### src/rtl/cmp_pkg.sv
// cmp_pkg: decision-state type and flag decode shared by the comparator pipeline
package cmp_pkg;
  typedef enum logic [1:0] {CMP_UNDEC = 2'b00, CMP_GT = 2'b01, CMP_LT = 2'b10} cmp_state_t;
  function automatic logic [2:0] cmp_flags(input cmp_state_t s);
    return s == CMP_UNDEC ? 3'b100 : s == CMP_GT ? 3'b010 : s == CMP_LT ? 3'b001 : 3'b000;
  endfunction
endpackage

### src/rtl/cmp_slice.sv
// cmp_slice: resolves one SLICE-bit slice, keeping any decision made by a higher slice
module cmp_slice
  import cmp_pkg::*;
#(
  parameter int SLICE = 4
) (
  input  logic [SLICE-1:0] a_i,
  input  logic [SLICE-1:0] b_i,
  input  logic [1:0]       st_i,
  output logic [1:0]       st_o
);
  assign st_o = st_i != CMP_UNDEC ? st_i : a_i > b_i ? CMP_GT : a_i < b_i ? CMP_LT : CMP_UNDEC;
endmodule

### src/rtl/cmp_pipe.sv
// cmp_pipe: pipelined MSB-first magnitude comparator with valid/ready handshake and tag pass-through
module cmp_pipe
  import cmp_pkg::*;
#(
  parameter int WIDTH = 16,
  parameter int SLICE = 4,
  parameter int TAG_W = 4
) (
  input  logic             clk,
  input  logic             rst_n,
  input  logic             in_valid,
  output logic             in_ready,
  input  logic [WIDTH-1:0] in_a,
  input  logic [WIDTH-1:0] in_b,
  input  logic             in_signed,
  input  logic [TAG_W-1:0] in_tag,
  output logic             out_valid,
  input  logic             out_ready,
  output logic             equal,
  output logic             gt,
  output logic             lt,
  output logic [TAG_W-1:0] out_tag
);
  localparam int STAGES = WIDTH / SLICE;
  localparam logic [WIDTH-1:0] MSB = WIDTH'(1) << (WIDTH - 1);
  if (WIDTH % SLICE != 0) begin : g_bad
    $error("cmp_pipe: WIDTH must be a multiple of SLICE");
  end
  logic [WIDTH-1:0] a_s [STAGES], b_s [STAGES], a_q [STAGES], b_q [STAGES];
  logic [1:0]       st_in [STAGES], st_d [STAGES], st_q [STAGES];
  logic             v_in [STAGES], v_q [STAGES];
  logic [TAG_W-1:0] tag_in [STAGES], tag_q [STAGES];
  logic             adv;
  // Operands sit left-aligned so each stage always compares the top slice of what is left.
  for (genvar k = 0; k < STAGES; k++) begin : g_st
    if (k == 0) begin : g_in
      // Flipping both MSBs maps two's-complement order onto unsigned order.
      assign a_s[k]    = in_a ^ (in_signed ? MSB : '0);
      assign b_s[k]    = in_b ^ (in_signed ? MSB : '0);
      assign st_in[k]  = CMP_UNDEC;
      assign v_in[k]   = in_valid;
      assign tag_in[k] = in_tag;
    end else begin : g_in
      assign a_s[k]    = a_q[k-1];
      assign b_s[k]    = b_q[k-1];
      assign st_in[k]  = st_q[k-1];
      assign v_in[k]   = v_q[k-1];
      assign tag_in[k] = tag_q[k-1];
    end
    cmp_slice #(.SLICE(SLICE)) u_slice (
      .a_i (a_s[k][WIDTH-1 -: SLICE]),
      .b_i (b_s[k][WIDTH-1 -: SLICE]),
      .st_i(st_in[k]),
      .st_o(st_d[k])
    );
  end
  assign adv       = out_ready || !out_valid;
  assign in_ready  = adv;
  assign out_valid = v_q[STAGES-1];
  assign out_tag   = tag_q[STAGES-1];
  assign {equal, gt, lt} = out_valid ? cmp_flags(cmp_state_t'(st_q[STAGES-1])) : 3'b000;
  // Whole pipeline moves in lockstep on adv; residuals shift out the slice just resolved.
  always_ff @(posedge clk or negedge rst_n)
    if (!rst_n)
      for (int k = 0; k < STAGES; k++) begin
        v_q[k]   <= 1'b0;
        st_q[k]  <= CMP_UNDEC;
        tag_q[k] <= '0;
        a_q[k]   <= '0;
        b_q[k]   <= '0;
      end
    else if (adv)
      for (int k = 0; k < STAGES; k++) begin
        v_q[k]   <= v_in[k];
        st_q[k]  <= st_d[k];
        tag_q[k] <= tag_in[k];
        a_q[k]   <= a_s[k] << SLICE;
        b_q[k]   <= b_s[k] << SLICE;
      end
endmodule

### config.mk
export PLATFORM = sky130hd
export DESIGN_NAME = cmp_pipe
export DESIGN_NICKNAME = d
export VERILOG_FILES = /design/src/rtl/cmp_pkg.sv /design/src/rtl/cmp_slice.sv /design/src/rtl/cmp_pipe.sv
export SDC_FILE = /design/constraint.sdc
export NUM_CORES = 1
export LEC_CHECK = 0
export ABC_AREA = 1
export CORE_MARGIN = 2
export CORE_UTILIZATION = 62
export DETAILED_ROUTE_END_ITERATION = 12
export DONT_BUFFER_PORTS = 1
export HOLD_SLACK_MARGIN = 0.02
export PLACE_DENSITY = 0.78
export SLEW_MARGIN = 30
export SYNTH_ARGS = -nofsm -noshare
export SYNTH_HDL_FRONTEND = slang
export SYNTH_SLANG_ARGS = --single-unit
export TNS_END_PERCENT = 100
### constraint.sdc
create_clock -name clk -period 1.5 [get_ports clk]
set_input_delay 0.3 -clock clk [delete_from_list [all_inputs] [get_ports clk]]
set_output_delay 0.3 -clock clk [all_outputs]
set_load 0.02 [all_outputs]
==> flow_metrics.tcl <==
set metrics [dict create \
    status "finished, violations left" \
    violations "hold timing" \
    synthSimpleGateAreaFrac 0.241 \
    synth_xor_xnor_area_share 0.00521 \
    crit_chain "buf_4, nand2_1, nor2_2" \
    power_density_mw_per_mm2 2000 \
    dpl_cell_area_mm2 0.00342 \
    synth_fa_ha_area_frac 0.0596 \
    grt_max_degree 77 \
    grt_pass1_wl_um 10300 \
    hold_ws_ns -0.359 \
    syn2layout_area_growth_pct 9.94 \
    postRouteAntennaNets 0 \
    drt_first_pass_iters 4 \
    ys_seq_elements 76 \
    gp_congestion 0.763 \
    fmaxAchievable_ghz 0.689 \
    synthMuxAreaShare 0 \
    synth_cell_types 21 \
    dr.first_iter.drc_count 153 \
    rows 26 \
    cts_root_buf "clkbuf_8" \
    clock_path_buffers 2 \
    final_hold_viol_count 76 \
    power_uw 7390 \
    path_class "reg -> out" \
    clk_latency_ns 0.35 \
    worst_slew_pin_slew_ns 0.238 \
    path_max_fanout 3 \
    cpPeakStageDelay_ns 0.37 \
    core_area_mm2 0.00517 \
    synth.cell_area_mm2 0.00336 \
    stdcell_area_mm2 0.00369 \
    die_h_um 77.6 \
    drc 0 \
    path_clk_slew_ns 0.08 \
    finalMaxSlewViolations 0 \
    num_io_pins 50 \
    place_inst 449 \
    cp.required_ns 1.20 \
    final_cells 467 \
    synth_top_family_by_area "simple AND/OR/NAND/NOR gates" \
    grt_pass1_vias 2414 \
    leakage_uw 0.00201 \
    wl_per_cell_um 12.1 \
    rsz0062_at_grt "yes" \
    antenna_found_initial 0 \
    synth_edf_count 0 \
    setup_viol 0 \
    syn-instance-count 388 \
    startpoint_type "flip-flop" \
    async_reset_ff_frac 1.00 \
    cts.sinks 76 \
    maxSlewHeadroom 0.841 \
    numCtsBuffers 9 \
    die_x_um 77.6 \
    period_minus_slack_ns 1.45 \
    htree_num_levels 3 \
    endpoint_kind "output port" \
    wl_um 5660 \
    fin_nets 449 \
    synthFlopType "dfrtp_1" \
    start_util 0.649 \
    syn_avg_cell_area_um2 8.66 \
    dpl.hpwl_um 3660 \
    tritoncts "built" \
    fillers 366 \
    io_buffers 0 \
    hold_class "in -> async" \
    die_area_mm2 0.00602 \
    period_share 0.967 \
    grt_use_total 0.219 \
    synth_nets 445 \
    synth-compound-area-share 0.0555 \
    vias 2380 \
    synth-seq-area-share 0.566 \
    drive_gt1_frac 0.0856 \
    diodes 0 \
    maxCapViolations 0 \
    via_per_inst 5.10 \
    vdd_drop_max_uv 1240 \
    grt_overflow_total 0 \
    synth_warnings 0 \
    fin_skew_ns 0.00792 \
    cp_slowest_cell "dfrtp_1" \
    worstPathArrival_ns 1.15 \
]
==> worst paths after layout <==
kind	from	endpoint	slack, ns	depth (start not counted)
max	out_valid	gt	0.05	3
min reg2reg	tag_in[0]	out_tag[0]	0.46	2
min in group clk	in_b[2]	b_q[54]	0.05	2
max in group asynchronous	rst_n	b_q[28]	1.74	0
min	rst_n	tag_in[10]	-0.36	0
max reg2reg	out_valid	st_q[0]	0.26	6
==> synth_stat cells, types with 2 or more instances <==
master | instances | share of area
nand2_1 | 187 | 0.21
dfrtp_1 | 76 | 0.57
inv_1 | 32 | 0.036
o21ai_0 | 24 | 0.036
ha_1 | 16 | 0.060
nor2_1 | 15 | 0.017
a21oi_1 | 6 | 0.0089
buf_4 | 6 | 0.013
buf_6 | 4 | 0.013
buf_2 | 3 | 0.0045
clkbuf_1 | 3 | 0.0034
nand3_1 | 3 | 0.0045
inv_2 | 2 | 0.0022
nand3_2 | 2 | 0.0060
o21a_1 | 2 | 0.0045
o21bai_1 | 2 | 0.0045
==> cell families (layout without fill, tap and decap cells) <==
| kind of cell | after synthesis | after routing |
|---|---|---|
| AO/OA/AOI/OAI | 35 | 35 |
| XOR/XNOR | 2 | 2 |
| adder cells (fa/ha/maj) | 16 | 16 |
| buffers and inverters | 50 | 59 |
| flip-flops | 76 | 76 |
| AND/OR/NAND/NOR | 209 | 209 |
==> stage by stage <==
step / util / TNS, ns / hold slack [ns] / setup slack [ns]
after floorplan: - / 0 / 0.00441 / 0.179
after global placement: 0.661 / 0 / 0.00584 / 0.258
after detailed placement: 0.661 / 0 / 0.00605 / 0.180
after CTS: 0.706 / -0.108 / -0.377 / -0.0541
after global routing: 0.714 / -0.0115 / -0.388 / -0.0115
final: 0.714 / 0 / -0.359 / 0.0494
==> where the power goes <==
group / internal, uW / switching (uW)
logic: 912 / 1400
registers: 2860 / 490
clock network: 981 / 743
==> layer usage <==
layer | GRT usage | up-vias | part of all wire
met5 | 0 | - | 0
met4 | 0.105 | 0 | 0.017
met3 | 0.0674 | 9 | 0.040
met2 | 0.347 | 53 | 0.47
met1 | 0.274 | 1125 | 0.48
li1 | - | 1193 | -
==> repair_timing <==
item / CTS / global route
gates cloned: 0 / 1
endpoints found under the hold margin: 76 / 76
setup buffers: 1 / 0
gates resized for setup: 0 / 6
pin swaps: 1 / 1
endpoints found under the setup margin: 3 / 3
==> placed cells by master, fill, tap and decap left out <==
| master | instances |
|---|---|
| nand2_1 | 187 |
| dfrtp_1 | 74 |
| inv_1 | 32 |
| o21ai_0 | 24 |
| ha_1 | 16 |
| nor2_1 | 13 |
| clkbuf_8 | 10 |
| a21oi_1 | 6 |
| buf_4 | 5 |
| nand3_1 | 3 |
| buf_12 | 3 |
| nor2_4 | 2 |
| o21a_1 | 2 |
| o21bai_1 | 2 |
| nand3_2 | 2 |
| clkinv_4 | 2 |
| clkinv_2 | 2 |
| bufinv_16 | 2 |
| dfrtp_2 | 2 |
| xor2_1 | 1 |
| xnor2_1 | 1 |
| nor2_2 | 1 |
| inv_2 | 1 |
| inv_4 | 1 |
| nor3_1 | 1 |
| a31oi_1 | 1 |
| clkbuf_16 | 1 |
==> state kept, by name, indices dropped and copies added (netlist names) <==
register,count
a_q,24
v_in,3
tag_in,12
b_q,24
out_tag,4
st_in,6
out_valid,1
st_q,2
==> worst max-delay path: cells and delay by family (launching register included) <==
kind                   cells  cell delay, ns
buffers and inverters      1            0.16
AND/OR/NAND/NOR            2            0.28
flip-flops                 1            0.37
==> final cells by class <==
type / count / area [um^2] / area share
clock buffers: 10 / 138 / 0.0373
clock inverters: 6 / 87.6 / 0.0237
inverters: 34 / 130 / 0.0352
multi-input cells: 262 / 1220 / 0.331
flip-flops and latches: 76 / 1900 / 0.516
well taps: 70 / 87.6 / 0.0237
repair buffers: 9 / 123 / 0.0332
Power figures use the tool's default switching activity.
